`src/rtl/mem_arbiter.sv`:
```
// mem_arbiter: round-robin sharing of one memory port between fetch and load/store, with response timeout
module mem_arbiter #(
  parameter int ADDR_W = 32,
  parameter int WORD_W = 32,
  parameter int COUNT_W = 2,
  parameter int CODE_W = 2,
  parameter int TIMEOUT = 16,
  parameter logic [CODE_W-1:0] TIMEOUT_CODE = 2'b11
) (
  input  logic               clk,
  input  logic               areset,
  input  logic               i_instr_req_valid,
  input  logic [ADDR_W-1:0]  i_instr_req_addr,
  output logic               o_instr_req_ready,
  output logic               o_instr_res_valid,
  output logic [WORD_W-1:0]  o_instr_res_data,
  output logic [CODE_W-1:0]  o_instr_res_code,
  input  logic               i_data_req_valid,
  input  logic [ADDR_W-1:0]  i_data_req_addr,
  input  logic [WORD_W-1:0]  i_data_req_wr_data,
  input  logic               i_data_req_wr_en,
  input  logic [COUNT_W-1:0] i_data_req_count,
  output logic               o_data_req_ready,
  output logic               o_data_res_valid,
  output logic [WORD_W-1:0]  o_data_res_data,
  output logic [CODE_W-1:0]  o_data_res_code,
  output logic               o_mem_req_valid,
  output logic [ADDR_W-1:0]  o_mem_req_addr,
  output logic [WORD_W-1:0]  o_mem_req_wr_data,
  output logic               o_mem_req_wr_en,
  output logic [COUNT_W-1:0] o_mem_req_count,
  input  logic               i_mem_res_valid,
  input  logic [WORD_W-1:0]  i_mem_res_rd_data,
  input  logic [CODE_W-1:0]  i_mem_res_code
);
  localparam int TW = TIMEOUT > 1 ? $clog2(TIMEOUT) : 1;
  localparam logic [TW-1:0] LAST = TW'(TIMEOUT > 0 ? TIMEOUT - 1 : 0);
  typedef enum logic {IDLE, BUSY} state_t;
  state_t state, state_nx;
  logic prio_data, owner_data, grant_data, accept, timed_out, done;
  logic [TW-1:0] cnt;
  // grant arbitration, completion detection and next state
  always_comb begin
    grant_data = i_data_req_valid && (!i_instr_req_valid || prio_data);
    o_data_req_ready = state == IDLE && grant_data;
    o_instr_req_ready = state == IDLE && i_instr_req_valid && !grant_data;
    accept = o_data_req_ready || o_instr_req_ready;
    timed_out = TIMEOUT != 0 && cnt == LAST && !i_mem_res_valid;
    done = state == BUSY && (i_mem_res_valid || timed_out);
    state_nx = accept ? BUSY : done ? IDLE : state;
  end
  // state register
  always_ff @(posedge clk or posedge areset)
    if (areset) state <= IDLE;
    else state <= state_nx;
  // request latching, timeout counting and response routing
  always_ff @(posedge clk or posedge areset)
    if (areset) begin
      prio_data <= 1'b1;
      owner_data <= 1'b0;
      cnt <= '0;
      o_mem_req_valid <= 1'b0;
      o_mem_req_addr <= '0;
      o_mem_req_wr_data <= '0;
      o_mem_req_wr_en <= 1'b0;
      o_mem_req_count <= '0;
      o_instr_res_valid <= 1'b0;
      o_instr_res_data <= '0;
      o_instr_res_code <= '0;
      o_data_res_valid <= 1'b0;
      o_data_res_data <= '0;
      o_data_res_code <= '0;
    end else begin
      o_instr_res_valid <= 1'b0;
      o_data_res_valid <= 1'b0;
      if (accept) begin
        prio_data <= !grant_data;
        owner_data <= grant_data;
        cnt <= '0;
        o_mem_req_valid <= 1'b1;
        o_mem_req_addr <= grant_data ? i_data_req_addr : i_instr_req_addr;
        o_mem_req_wr_data <= grant_data ? i_data_req_wr_data : '0;
        o_mem_req_wr_en <= grant_data && i_data_req_wr_en;
        o_mem_req_count <= grant_data ? i_data_req_count : '1;
      end else if (done) begin
        o_mem_req_valid <= 1'b0;
        if (owner_data) begin
          o_data_res_valid <= 1'b1;
          o_data_res_data <= i_mem_res_valid ? i_mem_res_rd_data : '0;
          o_data_res_code <= i_mem_res_valid ? i_mem_res_code : TIMEOUT_CODE;
        end else begin
          o_instr_res_valid <= 1'b1;
          o_instr_res_data <= i_mem_res_valid ? i_mem_res_rd_data : '0;
          o_instr_res_code <= i_mem_res_valid ? i_mem_res_code : TIMEOUT_CODE;
        end
      end else if (state == BUSY) cnt <= cnt + TW'(1);
    end
endmodule

```
`config.mk`:
```
export PLATFORM = sky130hd
export DESIGN_NAME = mem_arbiter
export DESIGN_NICKNAME = d
export VERILOG_FILES = /design/src/rtl/mem_arbiter.sv
export SDC_FILE = /design/constraint.sdc
export NUM_CORES = 1
export LEC_CHECK = 0
export CAP_MARGIN = 10
export CORE_MARGIN = 4
export CORE_UTILIZATION = 40
export DETAILED_ROUTE_END_ITERATION = 8
export PLACE_DENSITY = 0.8
export SLEW_MARGIN = 20
export SYNTH_ARGS = -nofsm -noshare
export SYNTH_HDL_FRONTEND = slang
export SYNTH_SLANG_ARGS = --single-unit
```
`constraint.sdc`:
```
create_clock -name clk -period 6.3 [get_ports clk]
set_clock_uncertainty 0.05 [all_clocks]
set_input_delay 1.575 -clock clk [delete_from_list [all_inputs] [get_ports clk]]
set_output_delay 1.575 -clock clk [all_outputs]
set_load 0.05 [all_outputs]
```
==> results.toml <==
[finish]
syn_to_final_growth_pct = 64.7
drive_gt1_share_pct = 7.46
fillCellCount = 940
final_cells = 846
fin_nets = 796
diodes = 0

[pwr]
power.density_mw_per_mm2 = 590
ir_drop_mv = 0.282
leakage_nw = 3.94

[sta]
worst_slew_pin_slew_ps = 828
slew_viol_final = 0
final_hold_viol_count = 0
max_freq_mhz = 199
relSlewSlack_pct = 44.8
period_share_pct = 79.9
setup_violations = 0
fin_setup_tns_ps = 0
hold-worst-slack_ps = 451
final.min_clock_period_ps = 5030
rsz0062_at_grt = "no"

[critical_path]
r2r_start = "cnt[0]$_DFFE_PP0P_"
critPathLaunchType = "input pin"
worst_r2r_endpoint = "o_instr_res_code[0]$_DFFE_PP0P_"
crit_required_ps = 4680
crit_path_end_kind = "primary output"
worstPathMaxFanout = 4
r2r_cells = 5
worstPathArrival_ps = 3410
ff2ff_setup_slack_ps = 4230
path_class = "in2out"

[synth]
netlist_instances = 386
synth-main-ff-cell = "dfrtp_1"
synth_seq_area_share_pct = 66.0
ys_async_sr_fraction_pct = 100
syn_area_per_cell_sq_um = 14.1
ys_ff_latch = 144
synth_area_sq_mm = 0.00546
synth_edf_count = 0
synth.distinct_cells = 38
synth_nets = 525
yosysWarnings = 0

[global_route]
grt_pass1_vias = 4925
grtUsageMet1_pct = 27.7
grt_first_pass_wirelength_mm = 28.1
grtUsageMet3_pct = 7.29
top_usage_layer = "met2"
grt_usage_pct = 23.0
grt_antenna_before_repair = 0
overflow = 0
grtUsageMet2_pct = 38.0
grt_start_max_net_pins = 97

[min_path]
min_from = "o_instr_res_data[18]$_DFFE_PP0P_"
hold_path_end = "o_instr_res_data[18]$_DFFE_PP0P_"
min_path_type = "reg2reg"
hold_depth = 1

[floorplanning]
die_h_um = 125
initial_core_util_pct = 41.1
core_area_sq_mm = 0.0133
fp.dieW_um = 125
num_rows = 42
dieArea_sq_mm = 0.0156
design.portCount = 278

[placed_design]
numPortBuffers = 277
hpwl_mm = 12.9
gp_routability_congestion = 0.884
dpl.cell_count = 814

[routing]
ant_nets = 0
vias = 4640
post_drt_via_cell_ratio = 5.48
route.detailed.drc = 0
avgRoutedWirePerCell_um = 21.3
first_pass_iters = 5
wirelength_mm = 18.0
drt-initial-drc-count = 357

[outcome]
status = "completed"

[clocking]
cts_root_buffer = "clkbuf_16"
htreeDepth = 4
clockBufferDepth = 2
post_cts_buffers = 0
numCtsBuffers = 17
ctsHoldBuffers = 0
cts_num_sinks = 144
cts_tree = "built"
clkTransAtPathRegs_ps = 50
clock_latency_ps = 410
post_cts_resize_count = 0

[run]
cap_violations = 0
## worst max-delay path, cell delays in order
cell	delay (ps)
clkdlybuf4s50_1	570
nand2b_1	120
a21oi_2	260
clkdlybuf4s50_1	880
## layout make-up
cell class	instances	area (sq um)	share of cell area, %
Clock inverter	13	211	2.35
Timing Repair Buffer	284	2830	31.4
Multi-Input combinational cell	201	1660	18.5
Clock buffer	19	433	4.81
Sequential cell	144	3600	40.1
Inverter	9	38.8	0.431
Tap cell	176	220	2.45
## stage by stage
| step | power [mW] | setup slack, ps | cell area, sq um | util, % |
|---|---|---|---|---|
| 2_1_floorplan | 3.22 | 810 | 5460 | - |
| 5_1_grt | 5.50 | 1230 | 8990 | 67.7 |
| 3_5_place_dp | 4.22 | 1290 | 8350 | 62.8 |
| 3_3_place_gp | 4.17 | 1290 | 8350 | 62.8 |
| 6_report | 5.30 | 1270 | 8990 | 67.7 |
| 4_1_cts | 5.34 | 1280 | 8990 | 67.7 |
## layer usage
metal | part of all wire [%] | wire length, um | up-vias
li1 | - | - | 2027
met1 | 39 | 7090 | 2321
met2 | 50 | 8910 | 265
met3 | 8.5 | 1540 | 27
met4 | 2.5 | 454 | 0
met5 | 0 | 0 | -
## worst max-delay path by stage
stage / start / to / depth (start not counted)
after global routing: i_instr_req_valid / o_instr_req_ready / 4
after global placement: i_instr_req_valid / o_instr_req_ready / 4
final: i_instr_req_valid / o_instr_req_ready / 4
after detailed placement: i_instr_req_valid / o_instr_req_ready / 4
after floorplan: areset / cnt[0]$_DFFE_PP0P_ / 1
after CTS: i_instr_req_valid / o_instr_req_ready / 4
## cell families (layout without fill, tap and decap cells)
family	after synthesis	in the layout	share of synthesized area (%)
AOI/OAI and AO/OA	148	148	24.1
adders and majority gates	1	1	0.229
buffers and inverters	41	325	3.89
DFF	144	144	66.0
muxes	1	1	0.183
and+or+nand+nor	51	51	5.64
## cells in the final DEF, fill, tap and decap left out, types with 3 or more instances in the layout
master / n
and2_1: 31
clkbuf_16: 17
clkdlybuf4s50_1: 277
bufinv_16: 5
a2bb2oi_1: 3
clkinv_4: 4
inv_1: 5
o21ai_0: 3
a22o_1: 97
dfrtp_1: 143
buf_4: 7
nor2_1: 4
inv_2: 3
a221o_1: 31
## report_power, final
group	internal, mW	leakage (nW)	switching (mW)
Combinational	0.963	1.82	1.72
Clock	0.705	0.311	0.391
Sequential	1.29	1.81	0.236
## state kept, by name, summed over array words and instances (netlist names), 2 cells and up
signal             cells
o_data_res_data       32
o_instr_res_data      32
o_mem_req_addr        32
o_mem_req_wr_data     32
cnt                    4
o_data_res_code        2
o_instr_res_code       2
o_mem_req_count        2
## Yosys cell counts, types with 2 or more instances
cell       number  area (sq um)
dfrtp_1       143          3580
a22o_1         97           850
a221o_1        31           310
and2_1         31           194
buf_2          17          85.1
clkbuf_1        8          30.0
inv_1           6          22.5
nor2_1          5          18.8
buf_6           4          45.0
a2bb2oi_1       3          26.3
inv_2           3          11.3
o21ai_0         3          15.0
a21o_1          2          15.0
a21oi_1         2          10.0
a31o_2          2          17.5
a31oi_1         2          12.5
and3_1          2          12.5
buf_4           2          15.0
nand2_1         2          7.51
nand3_1         2          10.0
nor2b_1         2          12.5
Note: power is estimated with default switching activity, not from simulation.
